==> src/rtl/xconf_mem_ctrl_pkg.sv <==
// rtl/xconf_mem_ctrl_pkg.sv - shared command offsets, FSM encoding and status layout
package xconf_mem_ctrl_pkg;

  localparam logic [1:0] CMD_SAVE   = 2'd0;
  localparam logic [1:0] CMD_LOAD   = 2'd1;
  localparam logic [1:0] CMD_CLEAR  = 2'd2;
  localparam logic [1:0] CMD_STATUS = 2'd3;
  localparam int         CMD_WINDOW = 4;

  localparam int STAT_BUSY_BIT = 0;
  localparam int STAT_ERR_BIT  = 1;
  localparam int STAT_MAP_LSB  = 2;

  typedef enum logic [1:0] {
    ST_IDLE     = 2'd0,
    ST_LOAD_RD  = 2'd1,
    ST_LOAD_OUT = 2'd2
  } state_t;

endpackage

==> src/rtl/xconf_slot_ram.sv <==
// rtl/xconf_slot_ram.sv - single-port slot RAM with registered read
// Contents and output register are deliberately unreset so a technology macro can drop in.
module xconf_slot_ram #(
  parameter int CONF_BITS = 256,
  parameter int SLOT_W    = 3
) (
  input  logic                 clk,
  input  logic                 we,
  input  logic                 re,
  input  logic [SLOT_W-1:0]    addr,
  input  logic [CONF_BITS-1:0] wdata,
  output logic [CONF_BITS-1:0] rdata
);

  logic [CONF_BITS-1:0] mem [2**SLOT_W];

  always_ff @(posedge clk) begin
    if (we) mem[addr] <= wdata;
    if (re) rdata <= mem[addr];
  end

endmodule

==> src/rtl/xconf_mem_ctrl.sv <==
// rtl/xconf_mem_ctrl.sv - save/restore controller in front of the configuration register
// Optional per-slot valid tracking and sticky load error: define CONF_MEM_VALID_EN.
module xconf_mem_ctrl
  import xconf_mem_ctrl_pkg::*;
#(
  parameter int                    CONF_BITS     = 256,
  parameter int                    SLOT_W        = 3,
  parameter int                    CTR_ADDR_W    = 10,
  parameter int                    DATA_W        = 11,
  parameter logic [CTR_ADDR_W-1:0] CONF_MEM_BASE = 10'h3F0
) (
  input  logic                  clk,
  input  logic                  rst_n,
  input  logic                  ctr_valid,
  input  logic                  ctr_we,
  input  logic [CTR_ADDR_W-1:0] ctr_addr,
  input  logic [DATA_W-1:0]     ctr_data_in,
  output logic                  ctr_ready,
  output logic [DATA_W-1:0]     ctr_rdata,
  input  logic [CONF_BITS-1:0]  conf_cur,
  output logic [CONF_BITS-1:0]  conf_in,
  output logic                  conf_ld
);

  localparam int SLOTS = 2**SLOT_W;

  state_t                state;
  logic [SLOT_W-1:0]     slot_q;
  logic [SLOT_W-1:0]     cmd_slot;
  logic [SLOT_W-1:0]     ram_addr;
  logic [CONF_BITS-1:0]  ram_rdata;
  logic [CONF_BITS-1:0]  conf_q;
  logic                  ld_q;
  logic [CTR_ADDR_W-1:0] offset;
  logic                  hit;
  logic                  accept;
  logic                  do_save;
  logic                  do_load;
  logic                  do_status;
  logic                  load_ok;
  logic [SLOTS-1:0]      valid_w;
  logic                  err_w;
  logic [DATA_W-1:0]     status_w;
  logic                  unused_slot_bits;

  // Upper operand bits wrap the slot index modulo the slot count.
  assign cmd_slot         = ctr_data_in[SLOT_W-1:0];
  assign unused_slot_bits = ^ctr_data_in[DATA_W-1:SLOT_W];

  assign ctr_ready = (state == ST_IDLE);
  assign offset    = ctr_addr - CONF_MEM_BASE;
  assign hit       = (offset < CTR_ADDR_W'(CMD_WINDOW));
  assign accept    = ctr_valid & ctr_ready & hit;
  assign do_save   = accept &  ctr_we & (offset[1:0] == CMD_SAVE);
  assign do_load   = accept &  ctr_we & (offset[1:0] == CMD_LOAD);
  assign do_status = accept & ~ctr_we & (offset[1:0] == CMD_STATUS);

`ifdef CONF_MEM_VALID_EN
  logic             do_clear;
  logic [SLOTS-1:0] valid_q;
  logic             err_q;

  assign do_clear = accept & ctr_we & (offset[1:0] == CMD_CLEAR);

  always_ff @(posedge clk or negedge rst_n) begin
    if (!rst_n) begin
      valid_q <= '0;
      err_q   <= 1'b0;
    end else if (do_clear) begin
      valid_q <= '0;
      err_q   <= 1'b0;
    end else begin
      if (do_save) valid_q[cmd_slot] <= 1'b1;
      if (state == ST_LOAD_RD && !valid_q[slot_q]) err_q <= 1'b1;
    end
  end

  assign valid_w = valid_q;
  assign err_w   = err_q;
  assign load_ok = valid_q[slot_q];
`else
  assign valid_w = '0;
  assign err_w   = 1'b0;
  assign load_ok = 1'b1;
`endif

  always_comb begin
    status_w                = '0;
    status_w[STAT_BUSY_BIT] = (state != ST_IDLE);
    status_w[STAT_ERR_BIT]  = err_w;
    for (int i = 0; i < SLOTS; i++) begin
      if (STAT_MAP_LSB + i < DATA_W) status_w[STAT_MAP_LSB + i] = valid_w[i];
    end
  end

  // SAVE writes in IDLE and LOAD reads only in LOAD_RD, so one port suffices.
  assign ram_addr = (state == ST_IDLE) ? cmd_slot : slot_q;

  xconf_slot_ram #(
    .CONF_BITS(CONF_BITS),
    .SLOT_W   (SLOT_W)
  ) u_slot_ram (
    .clk  (clk),
    .we   (do_save),
    .re   (state == ST_LOAD_RD),
    .addr (ram_addr),
    .wdata(conf_cur),
    .rdata(ram_rdata)
  );

  always_ff @(posedge clk or negedge rst_n) begin
    if (!rst_n) begin
      state     <= ST_IDLE;
      slot_q    <= '0;
      ld_q      <= 1'b0;
      conf_q    <= '0;
      ctr_rdata <= '0;
    end else begin
      if (do_status) ctr_rdata <= status_w;
      case (state)
        ST_IDLE: begin
          ld_q <= 1'b0;
          if (do_load) begin
            slot_q <= cmd_slot;
            state  <= ST_LOAD_RD;
          end
        end
        ST_LOAD_RD: begin
          ld_q  <= load_ok;
          state <= ST_LOAD_OUT;
        end
        ST_LOAD_OUT: begin
          if (ld_q) conf_q <= ram_rdata;
          ld_q  <= 1'b0;
          state <= ST_IDLE;
        end
        default: begin
          ld_q  <= 1'b0;
          state <= ST_IDLE;
        end
      endcase
    end
  end

  // The RAM output register feeds conf_in directly during the strobe, then conf_q holds it.
  assign conf_ld = ld_q;
  assign conf_in = ld_q ? ram_rdata : conf_q;

endmodule

==> config.mk <==
export PLATFORM = sky130hd
export DESIGN_NAME = xconf_mem_ctrl
export DESIGN_NICKNAME = d
export VERILOG_FILES = /design/src/rtl/xconf_mem_ctrl_pkg.sv /design/src/rtl/xconf_slot_ram.sv /design/src/rtl/xconf_mem_ctrl.sv
export SDC_FILE = /design/constraint.sdc
export NUM_CORES = 2
export LEC_CHECK = 0
export CAP_MARGIN = 20
export CORE_MARGIN = 1.5
export CORE_UTILIZATION = 59
export DETAILED_ROUTE_END_ITERATION = 8
export PLACE_DENSITY = 0.79
export SLEW_MARGIN = 10
export SYNTH_ARGS = -nofsm -noshare
export SYNTH_HDL_FRONTEND = slang
export SYNTH_SLANG_ARGS = --single-unit
==> constraint.sdc <==
create_clock -name clk -period 23.4 [get_ports clk]
set_clock_uncertainty 0.15 [all_clocks]
set_input_delay 3.51 -clock clk [delete_from_list [all_inputs] [get_ports clk]]
set_output_delay 3.51 -clock clk [all_outputs]
set_load 0.01 [all_outputs]
Yosys cells after proc, flatten, opt, wreduce, memory -nomap -nowiden

Memories as Yosys holds them, arrays and structs flattened. A register that Yosys moved wholly into a read port is not among the register bits.
Cells that the tools add are included.

$add $sub $neg: 1
Magnitude comparators: 1
Equal/unequal tests: 5
Muxes and demuxes: 7
Bitwise logic cells: 8
Reduce and logical (&&, ||, !) cells: 4

Operator list:

| operator                                             | number |
|---|---|
| 2-to-1 mux 256 bit                                   | 1 |
| < comparator 10 x 3 -> 1 bit (second input constant) | 1 |
| subtractor 10 bit (second input constant)            | 1 |
| bitwise AND 1 bit                                    | 7 |
| == test 2 x 1 -> 1 bit (second input constant)       | 2 |
| == test 2 bit (second input constant)                | 2 |
| zero test 2 bit                                      | 2 |
| case mux 2 bit (2 select lines)                      | 1 |
| 2-to-1 mux 1 bit                                     | 3 |
| 2-to-1 mux 3 bit                                     | 1 |
| 2-to-1 mux 2 bit                                     | 1 |
| != test 2 x 1 -> 1 bit (second input constant)       | 1 |
| AND reduction 2 bit                                  | 1 |
| nonzero test 2 bit                                   | 1 |
| NOT 1 bit                                            | 1 |

Bits in registers: 263
RAM bits: 2048
Bits of input ports: 281
Output and inout port bits: 269
Word-level logic and storage cells: 32
Memories kept: 1

Memory list:

| name           | words | width | read ports | clocked after Yosys merged registers in | wr ports | line                 | text |
|---|---|---|---|---|---|---|---|
| u_slot_ram.mem | 8     | 256   | 1          | 1                                       | 1        | xconf_slot_ram.sv:15 | `logic [CONF_BITS-1:0] mem [2**SLOT_W];` |

Longest topological paths before layout

Depth after elaboration: 7
Mapped depth: 9
Depth with buffers taken out: 5

Cells and area by module

A second synthesis with hierarchy kept.

Cell total of the unflattened synthesis: 4892
Area total of the unflattened synthesis: 99277.7 um^2

By module, submodules not included:

| module         | instances | cells an instance | area an instance (um^2) | seq. area each (um^2) |
|---|---|---|---|---|
| xconf_slot_ram | 1         | 4026              | 85198.0                 | 69186.4 |
| xconf_mem_ctrl | 1         | 866               | 14079.8                 | 6581.3 |

Worst setup path before layout

No wires, ideal clock.

Kind: input port to flip-flop
From: in ctr_data_in[1]
To: mem u_slot_ram.mem[4][0] (enable)
Setup time: 1186 ps
Data arrival time: 21638 ps
Data required time: 22064 ps
Slack: 426 ps
Stages: 6
Path buffers: 3
Path through: clkbuf_2 -> inv_1 -> a31oi_4 -> buf_2 -> buf_1 -> nor3_1

Longest elaborated chain between the ends: 1

Ends and longest elaborated chain:

| element            | line                 | text |
|---|---|---|
| start: declaration | xconf_mem_ctrl.sv:17 | `input logic [DATA_W-1:0] ctr_data_in,` |
| 2-to-1 mux 3 bit   | xconf_mem_ctrl.sv:97 | `assign ram_addr = (state == ST_IDLE) ? cmd_slot : slot_q;` |
| end: declaration   | xconf_slot_ram.sv:15 |  |

No other way between the ends.

Worst setup path in the final report

From: reg ld_q (netlist: conf_ld)
To: out conf_in[86]

Longest elaborated chain between the ends: 1

Ends and longest elaborated chain:

| element                  | line                  | text |
|---|---|---|
| start: declaration       | xconf_mem_ctrl.sv:33  | `logic ld_q;` |
| start signal: assignment | xconf_mem_ctrl.sv:129 | `ld_q <= load_ok;` |
| 2-to-1 mux 256 bit       | -                     |  |
| end: declaration         | xconf_mem_ctrl.sv:21  | `output logic [CONF_BITS-1:0] conf_in,` |

No other way between the ends.

==> flow_metrics.env <==
export IMPL_cts_hold_buffers=0
export IMPL_grt_first_pass_wirelength_mm=340
export IMPL_clkLatencyLatePin_ns=0.89
export IMPL_met1_usage=0.376
export IMPL_max_cap_viol_count=0
export IMPL_synth_async_reset_ratio=0.102
export IMPL_layout_drive_gt1_share=0.147
export IMPL_core_sq_um=162000
export IMPL_clockRootBuffer="clkbuf_16"
export IMPL_relSlewSlack=0.143
export IMPL_grt_overflow=0
export IMPL_die_h_microns=407
export IMPL_ios=550
export IMPL_synth_flop_cell="edfxtp_1"
export IMPL_fin_area_sq_um=112000
export IMPL_tightest_slew_ns=1.29
export IMPL_antenna_found_initial=59
export IMPL_port_buffers=531
export IMPL_rows=148
export IMPL_firstDrtPassIters=6
export IMPL_cts_setup_buffers=0
export IMPL_antenna_left=0
export IMPL_p_int_uw=7330
export IMPL_p_sw_uw=1870
export IMPL_drt_total_wl_mm=232
export IMPL_final_cell_mix="2304 x edfxtp_1, 861 x nand2_1, 592 x a22oi_1"
export IMPL_min_period_ns=8.50
export IMPL_routed_via_count=54900
export IMPL_first_global_vias=54600
export IMPL_cp_arrival_ns=4.84
export IMPL_seqPwrFrac=0.543
export IMPL_grt_max_degree=231
export IMPL_track_usage=0.277
export IMPL_p_sw_frac=0.203
export IMPL_cts_made_buffers=234
export IMPL_synth_area_sq_um=96300
export IMPL_dp_hpwl_mm=119
export IMPL_clock_path_buffers=3
export IMPL_grt_busiest_layer="met2"
export IMPL_tritoncts="done"
export IMPL_outcome="finished, final reports clean"
export IMPL_finalPower_uw=9200
export IMPL_cts_resized=0
export IMPL_met3_usage=0.0568
export IMPL_cp_start_kind="flop"
export IMPL_hp_start="conf_q[103]$_DFFE_PN0N_"
export IMPL_fin_ws_ns=14.90
export IMPL_peakVddDrop_uv=79.2
export IMPL_finalHoldViolations=0
export IMPL_clkTransAtPathRegs_ns=0.06
export IMPL_period_share=0.363
export IMPL_synth_cell_types=40
export IMPL_avgSynthCellArea_sq_um=16.5
export IMPL_crit_path_max_fanout=67
export IMPL_place_gp_congestion=0.763
export IMPL_power_leakage_uw=0.0387
export IMPL_synth_seq_cells=2567
export IMPL_criticalPathCategory="reg2out"
export IMPL_setup_viol=0
export IMPL_dieWidth_microns=407
export IMPL_r2r_start="state[1]$_DFFE_PN0P_"
export IMPL_slew_violations=0
export IMPL_worstPathRequired_ns=19.74
export IMPL_combPwrFrac=0.035
export IMPL_cts_sink_count=2567
export IMPL_drt_vias_per_instance=6.28
export IMPL_netlist_instances=5849
export IMPL_max_freq_ghz=0.118
export IMPL_use_met2=0.438
export IMPL_tns_ns=0
export IMPL_start_util=0.593
export IMPL_power_frac_clock=0.422
export IMPL_final_common_cell="edfxtp_1"
export IMPL_drcViolationCount=0
export IMPL_h_tree_depth=4
export IMPL_worst_hold_path_type="reg2reg"
export IMPL_ys_warn_count=0
export IMPL_synth_edf_count=2304
export IMPL_crit_start="conf_ld$_DFF_PN0_"
export IMPL_finalNetCount=6608
export IMPL_die_area_sq_um=166000
export IMPL_powerDensity_nw_per_um2=82.4
export IMPL_critPathCaptureType="output pin"
export IMPL_worst_hold_slack_ns=0.348
export IMPL_dp_slack_ns=14.90
export IMPL_ys_seq_area_frac=0.787
export IMPL_rsz0062_at_grt="false"
export IMPL_placed_area_sq_um=104000
export IMPL_routedWlPerCell_microns=26.5
export IMPL_area_growth_pct=15.9
export IMPL_drtIter0Drc=7044
-- per-layer routing --
| metal | wire (microns) | up-vias |
|---|---|---|
| li1 | - | 23600 |
| met1 | 86500 | 27600 |
| met2 | 113000 | 3130 |
| met3 | 23100 | 480 |
| met4 | 8490 | 62 |
| met5 | 407 | - |
-- state kept, by name, indices dropped and copies added (netlist names) --
name,flops
u_slot_ram.mem,2048
ctr_rdata,1
state,2
slot_q,3
u_slot_ram.rdata,256
conf_q,256
conf_ld,1
-- power groups by stage --
stage / clock network [uW] / registers [uW] / logic, uW
floorplan: 0 / 5100 / 159
global placement: 0 / 5090 / 305
detailed placement: 0 / 5090 / 316
CTS: 3920 / 5000 / 319
global route: 4100 / 5000 / 349
finish: 3880 / 5000 / 321
-- path summary, 6_finish.rpt --
kind,depth (start not counted),end,slack (ns)
setup reg to reg,8,u_slot_ram.rdata[203]$_DFFE_PP_,17.90
min in group asynchronous,1,conf_q[142]$_DFFE_PN0N_,2.47
hold reg to reg,1,conf_q[103]$_DFFE_PN0N_,0.35
max in group asynchronous,3,conf_q[102]$_DFFE_PN0N_,18.54
hold / removal,1,conf_q[103]$_DFFE_PN0N_,0.35
setup / recovery,4,conf_in[86],14.90
-- critical path: stages, from the launching register on --
cell,delay [ns]
dfrtp_4,1.07
buf_4,0.99
buf_4,0.82
mux2_2,0.44
clkdlybuf4s50_1,0.52
-- area by class of cell --
class | instances | area (sq um)
repair buffers | 607 | 6100
inverters | 3 | 11.3
well taps | 2175 | 2720
multi-input cells | 2914 | 19000
diodes | 31 | 77.6
clock inverters | 124 | 1560
fillers | 9922 | 50700
flip-flops and latches | 2567 | 75800
clock buffers | 322 | 6410
-- through the flow --
stage | utilization | instances
final | 0.688 | 8743
after global routing | 0.688 | 8736
after CTS | 0.687 | 8712
after detailed placement | 0.638 | 8266
after global placement | 0.638 | 8266
after floorplan | - | 5858
-- synth_stat cells, drive strengths merged, types with 3 or more instances --
master / count / area (sq um)
nand2: 861 / 3230
mux2i: 5 / 53.8
dfrtp: 263 / 6580
and3: 91 / 569
mux2: 517 / 5830
nor3: 5 / 25.0
o21ai: 3 / 18.8
edfxtp: 2304 / 69200
a31oi: 94 / 616
a22oi: 592 / 4440
nor2b: 7 / 43.8
or3: 116 / 726
nor3b: 3 / 22.5
inv: 3 / 11.3
a21oi: 544 / 2720
buf: 190 / 1050
or4: 50 / 375
nand2b: 4 / 25.0
clkbuf: 184 / 692
-- kinds of logic after synthesis --
kind of cell	count (synthesis)	share of synthesized area
buffers and inverters	377	0.0182
other	1	0.0000389
flip-flops	2567	0.787
AO/OA/AOI/OAI	1238	0.0814
AND/OR/NAND/NOR	1144	0.0528
multiplexers	522	0.0610
Power figures use the tool's default switching activity.
